--- src/rtl/instruction_decoder.sv ---
// RV32I control decoder with a one-cycle registered control word (decode pipeline register).
// Optional DECODER_ILLEGAL_EN adds a registered illegal-encoding flag output.
module instruction_decoder (
  input  logic       Clk,
  input  logic       Clear,
  input  logic [6:0] opcode,
  input  logic [2:0] funct3,
  input  logic       funct7_5,
  output logic       is_jump,
  output logic       is_jalr,
  output logic       is_branch,
  output logic       memwrite,
  output logic       regwrite,
  output logic       alu_srca,
  output logic [1:0] alu_srcb,
  output logic [3:0] alu_control,
  output logic [1:0] result_src
`ifdef DECODER_ILLEGAL_EN
  ,
  output logic       illegal
`endif
);

  localparam logic [6:0] OP_R      = 7'b0110011;
  localparam logic [6:0] OP_I      = 7'b0010011;
  localparam logic [6:0] OP_LOAD   = 7'b0000011;
  localparam logic [6:0] OP_STORE  = 7'b0100011;
  localparam logic [6:0] OP_BRANCH = 7'b1100011;
  localparam logic [6:0] OP_JAL    = 7'b1101111;
  localparam logic [6:0] OP_JALR   = 7'b1100111;
  localparam logic [6:0] OP_LUI    = 7'b0110111;
  localparam logic [6:0] OP_AUIPC  = 7'b0010111;

  localparam logic [3:0] ALU_ADD   = 4'b0000;
  localparam logic [3:0] ALU_SUB   = 4'b0001;
  localparam logic [3:0] ALU_SLL   = 4'b0010;
  localparam logic [3:0] ALU_SLT   = 4'b0011;
  localparam logic [3:0] ALU_SLTU  = 4'b0100;
  localparam logic [3:0] ALU_XOR   = 4'b0101;
  localparam logic [3:0] ALU_SRL   = 4'b0110;
  localparam logic [3:0] ALU_SRA   = 4'b0111;
  localparam logic [3:0] ALU_OR    = 4'b1000;
  localparam logic [3:0] ALU_AND   = 4'b1001;
  localparam logic [3:0] ALU_PASSB = 4'b1010;

  typedef struct packed {
    logic       is_jump;
    logic       is_jalr;
    logic       is_branch;
    logic       memwrite;
    logic       regwrite;
    logic       alu_srca;
    logic [1:0] alu_srcb;
    logic [3:0] alu_control;
    logic [1:0] result_src;
  } ctrl_t;

  ctrl_t ctrl_d;
  ctrl_t ctrl_q;
  ctrl_t raw;
  logic  bad;
  logic  bad_q;

  // alt selects SUB on 000 and SRA on 101; ignored for other funct3 values.
  function automatic logic [3:0] alu_op(input logic [2:0] f3, input logic alt);
    logic [3:0] op;
    case (f3)
      3'b000:  op = alt ? ALU_SUB : ALU_ADD;
      3'b001:  op = ALU_SLL;
      3'b010:  op = ALU_SLT;
      3'b011:  op = ALU_SLTU;
      3'b100:  op = ALU_XOR;
      3'b101:  op = alt ? ALU_SRA : ALU_SRL;
      3'b110:  op = ALU_OR;
      default: op = ALU_AND;
    endcase
    return op;
  endfunction

  always_comb begin
    raw = '0;
    bad = 1'b0;
    case (opcode)
      OP_R: begin
        raw.regwrite    = 1'b1;
        raw.alu_control = alu_op(funct3, funct7_5);
        bad = funct7_5 && (funct3 != 3'b000) && (funct3 != 3'b101);
      end
      OP_I: begin
        raw.regwrite    = 1'b1;
        raw.alu_srcb    = 2'b01;
        raw.alu_control = alu_op(funct3, (funct3 == 3'b101) && funct7_5);
        bad = (funct3 == 3'b001) && funct7_5;
      end
      OP_LOAD: begin
        raw.regwrite    = 1'b1;
        raw.alu_srcb    = 2'b01;
        raw.alu_control = ALU_ADD;
        raw.result_src  = 2'b01;
        bad = (funct3 == 3'b011) || (funct3 == 3'b110) || (funct3 == 3'b111);
      end
      OP_STORE: begin
        raw.memwrite    = 1'b1;
        raw.alu_srcb    = 2'b01;
        raw.alu_control = ALU_ADD;
        bad = funct3 >= 3'b011;
      end
      OP_BRANCH: begin
        raw.is_branch = 1'b1;
        case (funct3)
          3'b000, 3'b001: raw.alu_control = ALU_SUB;
          3'b100, 3'b101: raw.alu_control = ALU_SLT;
          3'b110, 3'b111: raw.alu_control = ALU_SLTU;
          default:        bad = 1'b1;
        endcase
      end
      OP_JAL: begin
        raw.is_jump     = 1'b1;
        raw.regwrite    = 1'b1;
        raw.alu_srca    = 1'b1;
        raw.alu_srcb    = 2'b01;
        raw.alu_control = ALU_ADD;
        raw.result_src  = 2'b10;
      end
      OP_JALR: begin
        raw.is_jump     = 1'b1;
        raw.is_jalr     = 1'b1;
        raw.regwrite    = 1'b1;
        raw.alu_srcb    = 2'b01;
        raw.alu_control = ALU_ADD;
        raw.result_src  = 2'b10;
        bad = funct3 != 3'b000;
      end
      OP_LUI: begin
        raw.regwrite    = 1'b1;
        raw.alu_srcb    = 2'b01;
        raw.alu_control = ALU_PASSB;
      end
      OP_AUIPC: begin
        raw.regwrite    = 1'b1;
        raw.alu_srca    = 1'b1;
        raw.alu_srcb    = 2'b01;
        raw.alu_control = ALU_ADD;
      end
      default: bad = 1'b1;
    endcase
    // Illegal encodings must never write state downstream.
    ctrl_d = bad ? '0 : raw;
  end

  always_ff @(posedge Clk) begin
    if (Clear) begin
      ctrl_q <= '0;
      bad_q  <= 1'b0;
    end else begin
      ctrl_q <= ctrl_d;
      bad_q  <= bad;
    end
  end

  assign is_jump     = ctrl_q.is_jump;
  assign is_jalr     = ctrl_q.is_jalr;
  assign is_branch   = ctrl_q.is_branch;
  assign memwrite    = ctrl_q.memwrite;
  assign regwrite    = ctrl_q.regwrite;
  assign alu_srca    = ctrl_q.alu_srca;
  assign alu_srcb    = ctrl_q.alu_srcb;
  assign alu_control = ctrl_q.alu_control;
  assign result_src  = ctrl_q.result_src;

`ifdef DECODER_ILLEGAL_EN
  assign illegal = bad_q;
`else
  logic unused_bad;
  assign unused_bad = bad_q;
`endif

endmodule

--- config.mk ---
export PLATFORM = sky130hd
export DESIGN_NAME = instruction_decoder
export DESIGN_NICKNAME = d
export VERILOG_FILES = /design/src/rtl/instruction_decoder.sv
export SDC_FILE = /design/constraint.sdc
export NUM_CORES = 1
export LEC_CHECK = 0
export CAP_MARGIN = 20
export CORE_MARGIN = 4
export CORE_UTILIZATION = 46
export DETAILED_ROUTE_END_ITERATION = 10
export PLACE_DENSITY = 0.81
export SETUP_SLACK_MARGIN = 0.2
export SKIP_LAST_GASP = 1
export SYNTH_ARGS = -nofsm -noshare
export SYNTH_HDL_FRONTEND = slang
export SYNTH_SLANG_ARGS = --single-unit
--- constraint.sdc ---
create_clock -name Clk -period 2.5 [get_ports Clk]
set_input_delay 0.5 -clock Clk [delete_from_list [all_inputs] [get_ports Clk]]
set_output_delay 0.5 -clock Clk [all_outputs]
set_load 0.02 [all_outputs]
==> After elaboration in Yosys (flattened, before gate mapping) <==
Index checks and enable logic that the tools add are counted.
{ "totals": {"register_bits": 14, "out_inout_bits": 14, "elab_cells": 63} }
{ "classes": {"order_cmp": 1, "n_eq_ne": 17, "n_mux": 18, "n_reduce_logical": 18} }
{ "ops": {"columns": ["cell", "n"], "rows": [
  ["$pmux 4 s7", 2],
  ["$eq 7x6->1 const B", 3],
  ["$eq 7x7->1 const B", 3],
  ["$pmux 4 s4", 1],
  ["$eq 7x5->1 const B", 2],
  ["$reduce_or 7->1", 2],
  ["$eq 3x3->1 const B", 4],
  ["$mux 1", 12],
  ["$reduce_or 2->1", 6],
  ["$pmux 3 s3", 1],
  ["$eq 7x2->1 const B", 1],
  ["$pmux 1 s7", 1],
  ["$eq 3x2->1 const B", 2],
  ["$reduce_or 6->1", 1],
  ["$logic_and 1x1->1", 4],
  ["$pmux 2 s2", 1],
  ["$eq 3x1->1 const B", 1],
  ["$ge 3x2->1 const B", 1],
  ["$logic_not 3->1", 1],
  ["$ne 3x3->1 const B", 1],
  ["$reduce_bool 3->1", 1],
  ["$reduce_or 3->1", 1],
  ["$logic_or 1x1->1", 2]
]} }

==> Depth between registers and ports, before layout <==
{ "logic_depth": {"word_depth": 5, "ltp_mapped": 6} }

==> Least setup slack after synthesis <==
Ideal clock, no wire load.
{ "synth_timing": {"path_type": "input to register", "start": "in opcode[6]", "end": "reg ctrl_q (netlist bit alu_control[0])", "setup_ns": 0.128, "arrival_time_ns": 1.553, "setup_slack_ns": 0.819, "stages": 6, "path_buffers": 1, "path_cell_list": "buf_4 -> and2b_4 -> o311ai_2 -> a211o_2 -> nand3_2 -> a2111oi_4"} }
{ "synth_via": {"elab_chain_len": 4} }
{ "synth_rtl": {"columns": ["element", "line_no", "rtl"], "rows": [
  ["start: declaration", "6", "input logic [6:0] opcode,"],
  ["$eq 7x5->1, or another cell as far along", "83", "case (opcode)"],
  ["$reduce_or 3->1 (no source line)", null, null],
  ["$pmux 1 s7", "83", null],
  ["$reduce_or 2->1 (no source line)", null, null],
  ["end signal: assignment", "156", "ctrl_q <= ctrl_d;"],
  ["end: declaration", "59", "ctrl_t ctrl_q;"]
]} }
Several ways; a longest one is shown, not always the timed one.
A chain may end at the register's enable or synchronous reset.

==> Final worst setup path <==
{ "layout_timing": {"start": "in funct3[2]", "end": "reg ctrl_q (netlist bit alu_control[0])"} }
{ "layout_via": {"elab_chain_len": 5} }
{ "layout_rtl": {"columns": ["element", "line_no", "rtl"], "rows": [
  ["start: declaration", "7", "input logic [2:0] funct3,"],
  ["$eq 3x3->1, or another cell as far along", "67, 92, 110", null],
  ["$reduce_or 6->1 (no source line), or another cell as far along", null, null],
  ["$mux 1, or another cell as far along", "110", "case (funct3)"],
  ["$pmux 1 s7 / $pmux 4 s7 (equally long branches)", "83, 67", null],
  ["$reduce_or 2->1 (no source line) / $pmux 4 s4 (equally long branches)", null, null]
]} }
Several ways; a longest one is shown, not always the timed one.

==> results.ini <==
[routing]
route.vias.total=711
met3_routed_length_um=81
totalWireLength_um=1720
route.detailed.wl_per_inst_um=13.3
detail_route.vias_per_cell=5.51
route.layer.met1.wl_um=793
detail_route.drc_violations=0
met2WireLength_um=810
first_iter_violations=12
highest-signal-layer=met4
antenna_left=0
dr.pass1.iters=4

[run]
timing.max_cap.violations=0

[yosys]
synth-seq-area-share_pct=35.1
yosys_warning_total=0
yosys_most_used_dff=sky130_fd_sc_hd__dfxtp_1
synth_nets=99
yosys_top_cell_area_share_pct=35.1
synthesis.area_um2=742
ys_seq_elements=13
postSynth.asyncResetShare_pct=0
yosys.area.top_type=sky130_fd_sc_hd__dfxtp_1
synth-edff-count=0
synthesis.area_per_instance_um2=8.63
post_synth_main_area_contributors=sky130_fd_sc_hd__dfxtp_1, sky130_fd_sc_hd__nor2_1, sky130_fd_sc_hd__nor4_1, sky130_fd_sc_hd__mux2i_1, sky130_fd_sc_hd__a2111oi_2
synthCells=86
synth_cell_types=33

[floorplanning]
die_area_mm2=0.00232
fp.dieH_um=48.2
initial_util_pct=48.7
placement_rows=14
die_width_um=48.2
boundaryPins=27
core_area_mm2=0.00152

[clock_network]
post-cts-setup-buffers=0
h-tree-depth=1
worst_setup_hold_path_clk_slew_ns=0.07
ctsHoldBuffers=0
ctsRootBufferMaster=sky130_fd_sc_hd__clkbuf_4
tritoncts_num_sinks=13
numCtsBuffers=3
cts_repair_resize_count=0
tritoncts=built
clock_tree_buffer_depth=2

[pwr]
clkPwrFrac_pct=31.5
cell_internal_pwr_mw=0.309
maximum_vdd_drop_mv=0.293
seq_power_share_pct=48.5
p_sw_share_pct=28.0
power.static_leakage_nw=0.348
power_density_mw_per_mm2=420
p_switching_mw=0.120
power.share.combinational_pct=20.0

[placed_design]
place_congestion=0.799
port_buffers=25
place.detailed.hpwl_um=1370

[timing]
achievable-frequency_mhz=487
drv_slew=0
period_share_pct=82.1
grt_setup_unrepaired=false
fin_hold_ws_ns=0.852
timing.setup.tns_ns=0
finalSetupViolCount=0
finalCriticalPeriod_ns=2.05
timing_hold_violations_final=0

[setup_path]
cp.buffers_inverters=1
total_stage_count_of_the_critical_path=6
cp-end-kind=register
critPathArrivalTime_ns=2.24
worst_path_max_delay_cell=sky130_fd_sc_hd__clkdlybuf4s50_1
endpoint=alu_control[0]
cp_top_family=compound AO/OA/AOI/OAI gates
path_cells=clkdlybuf4s50_1 -> nor2b_1 -> o311ai_2 -> a211o_2 -> nand3_2 -> a2111oi_4
timing.setup.critical_path_class=input pin to register
critPathLaunch=funct3[2]
path_max_fanout=10
cp_slowest_stage_delay_ns=0.65
critPathLaunchType=input pin
crit_required_ns=2.68

[status]
status=completed

[global_route]
grt_antenna_before_repair=0
grt_util_all_layers_pct=17.3
grt-ovfl-total=0
grt_pass1_wl_um=2750
largest_net_degree_at_the_start_of_global_routing=12
first_global_vias=657

[worst_hold_path]
min_delay_worst_type=input pin to register

[finish]
antennaDiodeCount=0
growth_of_design_area_from_synthesis_to_finish_pct=37.8
layout_commonest_cell=sky130_fd_sc_hd__clkdlybuf4s50_1
utilization_pct=67.1
highest_count_cells_in_the_layout_ignoring_fill_and_taps=sky130_fd_sc_hd__clkdlybuf4s50_1, sky130_fd_sc_hd__dfxtp_1, sky130_fd_sc_hd__nor2_1, sky130_fd_sc_hd__nand2_1
net_count_of_the_finished_layout=127
share_of_cells_above_drive_strength_1_pct=15.9

[final cells by class]
cell class | instances | area [µm²]
flip-flops and latches | 13 | 260
clock buffers | 4 | 26.3
multi-input cells | 65 | 428
repair buffers | 29 | 280
inverters | 2 | 7.51
fillers | 128 | 502
well taps | 16 | 20.0
[power groups by stage]
stage | logic [mW] | clock network, mW | registers [mW]
4_1_cts | 0.0855 | 0.140 | 0.208
3_3_place_gp | 0.0839 | 0 | 0.213
5_1_grt | 0.0932 | 0.153 | 0.209
6_report | 0.0858 | 0.135 | 0.208
3_5_place_dp | 0.0852 | 0 | 0.213
2_1_floorplan | 0.0496 | 0 | 0.215
[per-layer routing]
| metal | track usage, % | up-vias |
|---|---|---|
| li1 | - | 366 |
| met1 | 21.5 | 324 |
| met2 | 26.3 | 19 |
| met3 | 5.17 | 2 |
| met4 | 10.2 | 0 |
| met5 | 0 | - |
[cell usage after synthesis (2+ instances only)]
master	instances
sky130_fd_sc_hd__nor3_1	2
sky130_fd_sc_hd__o21ai_0	5
sky130_fd_sc_hd__nand2_1	7
sky130_fd_sc_hd__a2111oi_2	2
sky130_fd_sc_hd__nor2b_1	3
sky130_fd_sc_hd__nor4_1	5
sky130_fd_sc_hd__dfxtp_1	13
sky130_fd_sc_hd__mux2i_1	3
sky130_fd_sc_hd__inv_1	2
sky130_fd_sc_hd__a21oi_1	4
sky130_fd_sc_hd__buf_4	4
sky130_fd_sc_hd__nand2b_1	3
sky130_fd_sc_hd__a211oi_1	2
sky130_fd_sc_hd__nor2_1	12
[worst min path at each step]
stage          slack [ns]       from  depth (start not counted)             end
2_1_floorplan        0.58      Clear                          1  alu_control[3]
3_3_place_gp         1.13  opcode[0]                          3  alu_control[0]
3_5_place_dp         1.15  opcode[1]                          3  alu_control[0]
4_1_cts              0.85  opcode[1]                          3  alu_control[0]
5_1_grt              0.84  opcode[1]                          3  alu_control[0]
6_report             0.85  opcode[1]                          3  alu_control[0]
[cells by family after synthesis]
logic type | Yosys count | share of synthesized area [%]
and+or+nand+nor | 41 | 29.3
AOI/OAI and AO/OA | 20 | 23.8
DFF | 13 | 35.1
buffers and inverters | 8 | 7.25
muxes | 3 | 4.05
other | 1 | 0.505
[flip-flops by register name, summed over array words and instances, names as in the netlist]
| signal | cells |
|---|---|
| memwrite | 1 |
| is_jump | 1 |
| result_src | 2 |
| alu_srcb | 1 |
| alu_control | 4 |
| is_jalr | 1 |
| alu_srca | 1 |
| is_branch | 1 |
| regwrite | 1 |
[through the flow]
stage	std cells	power (mW)	setup WS (ns)	area [µm²]
6_report	129	0.429	0.447	1020
5_1_grt	129	0.455	0.302	1020
4_1_cts	129	0.434	0.467	1020
3_5_place_dp	125	0.298	0.171	996
3_3_place_gp	125	0.297	0.264	996
2_1_floorplan	86	0.265	0.819	742
Note: power is estimated with default switching activity, not from simulation.
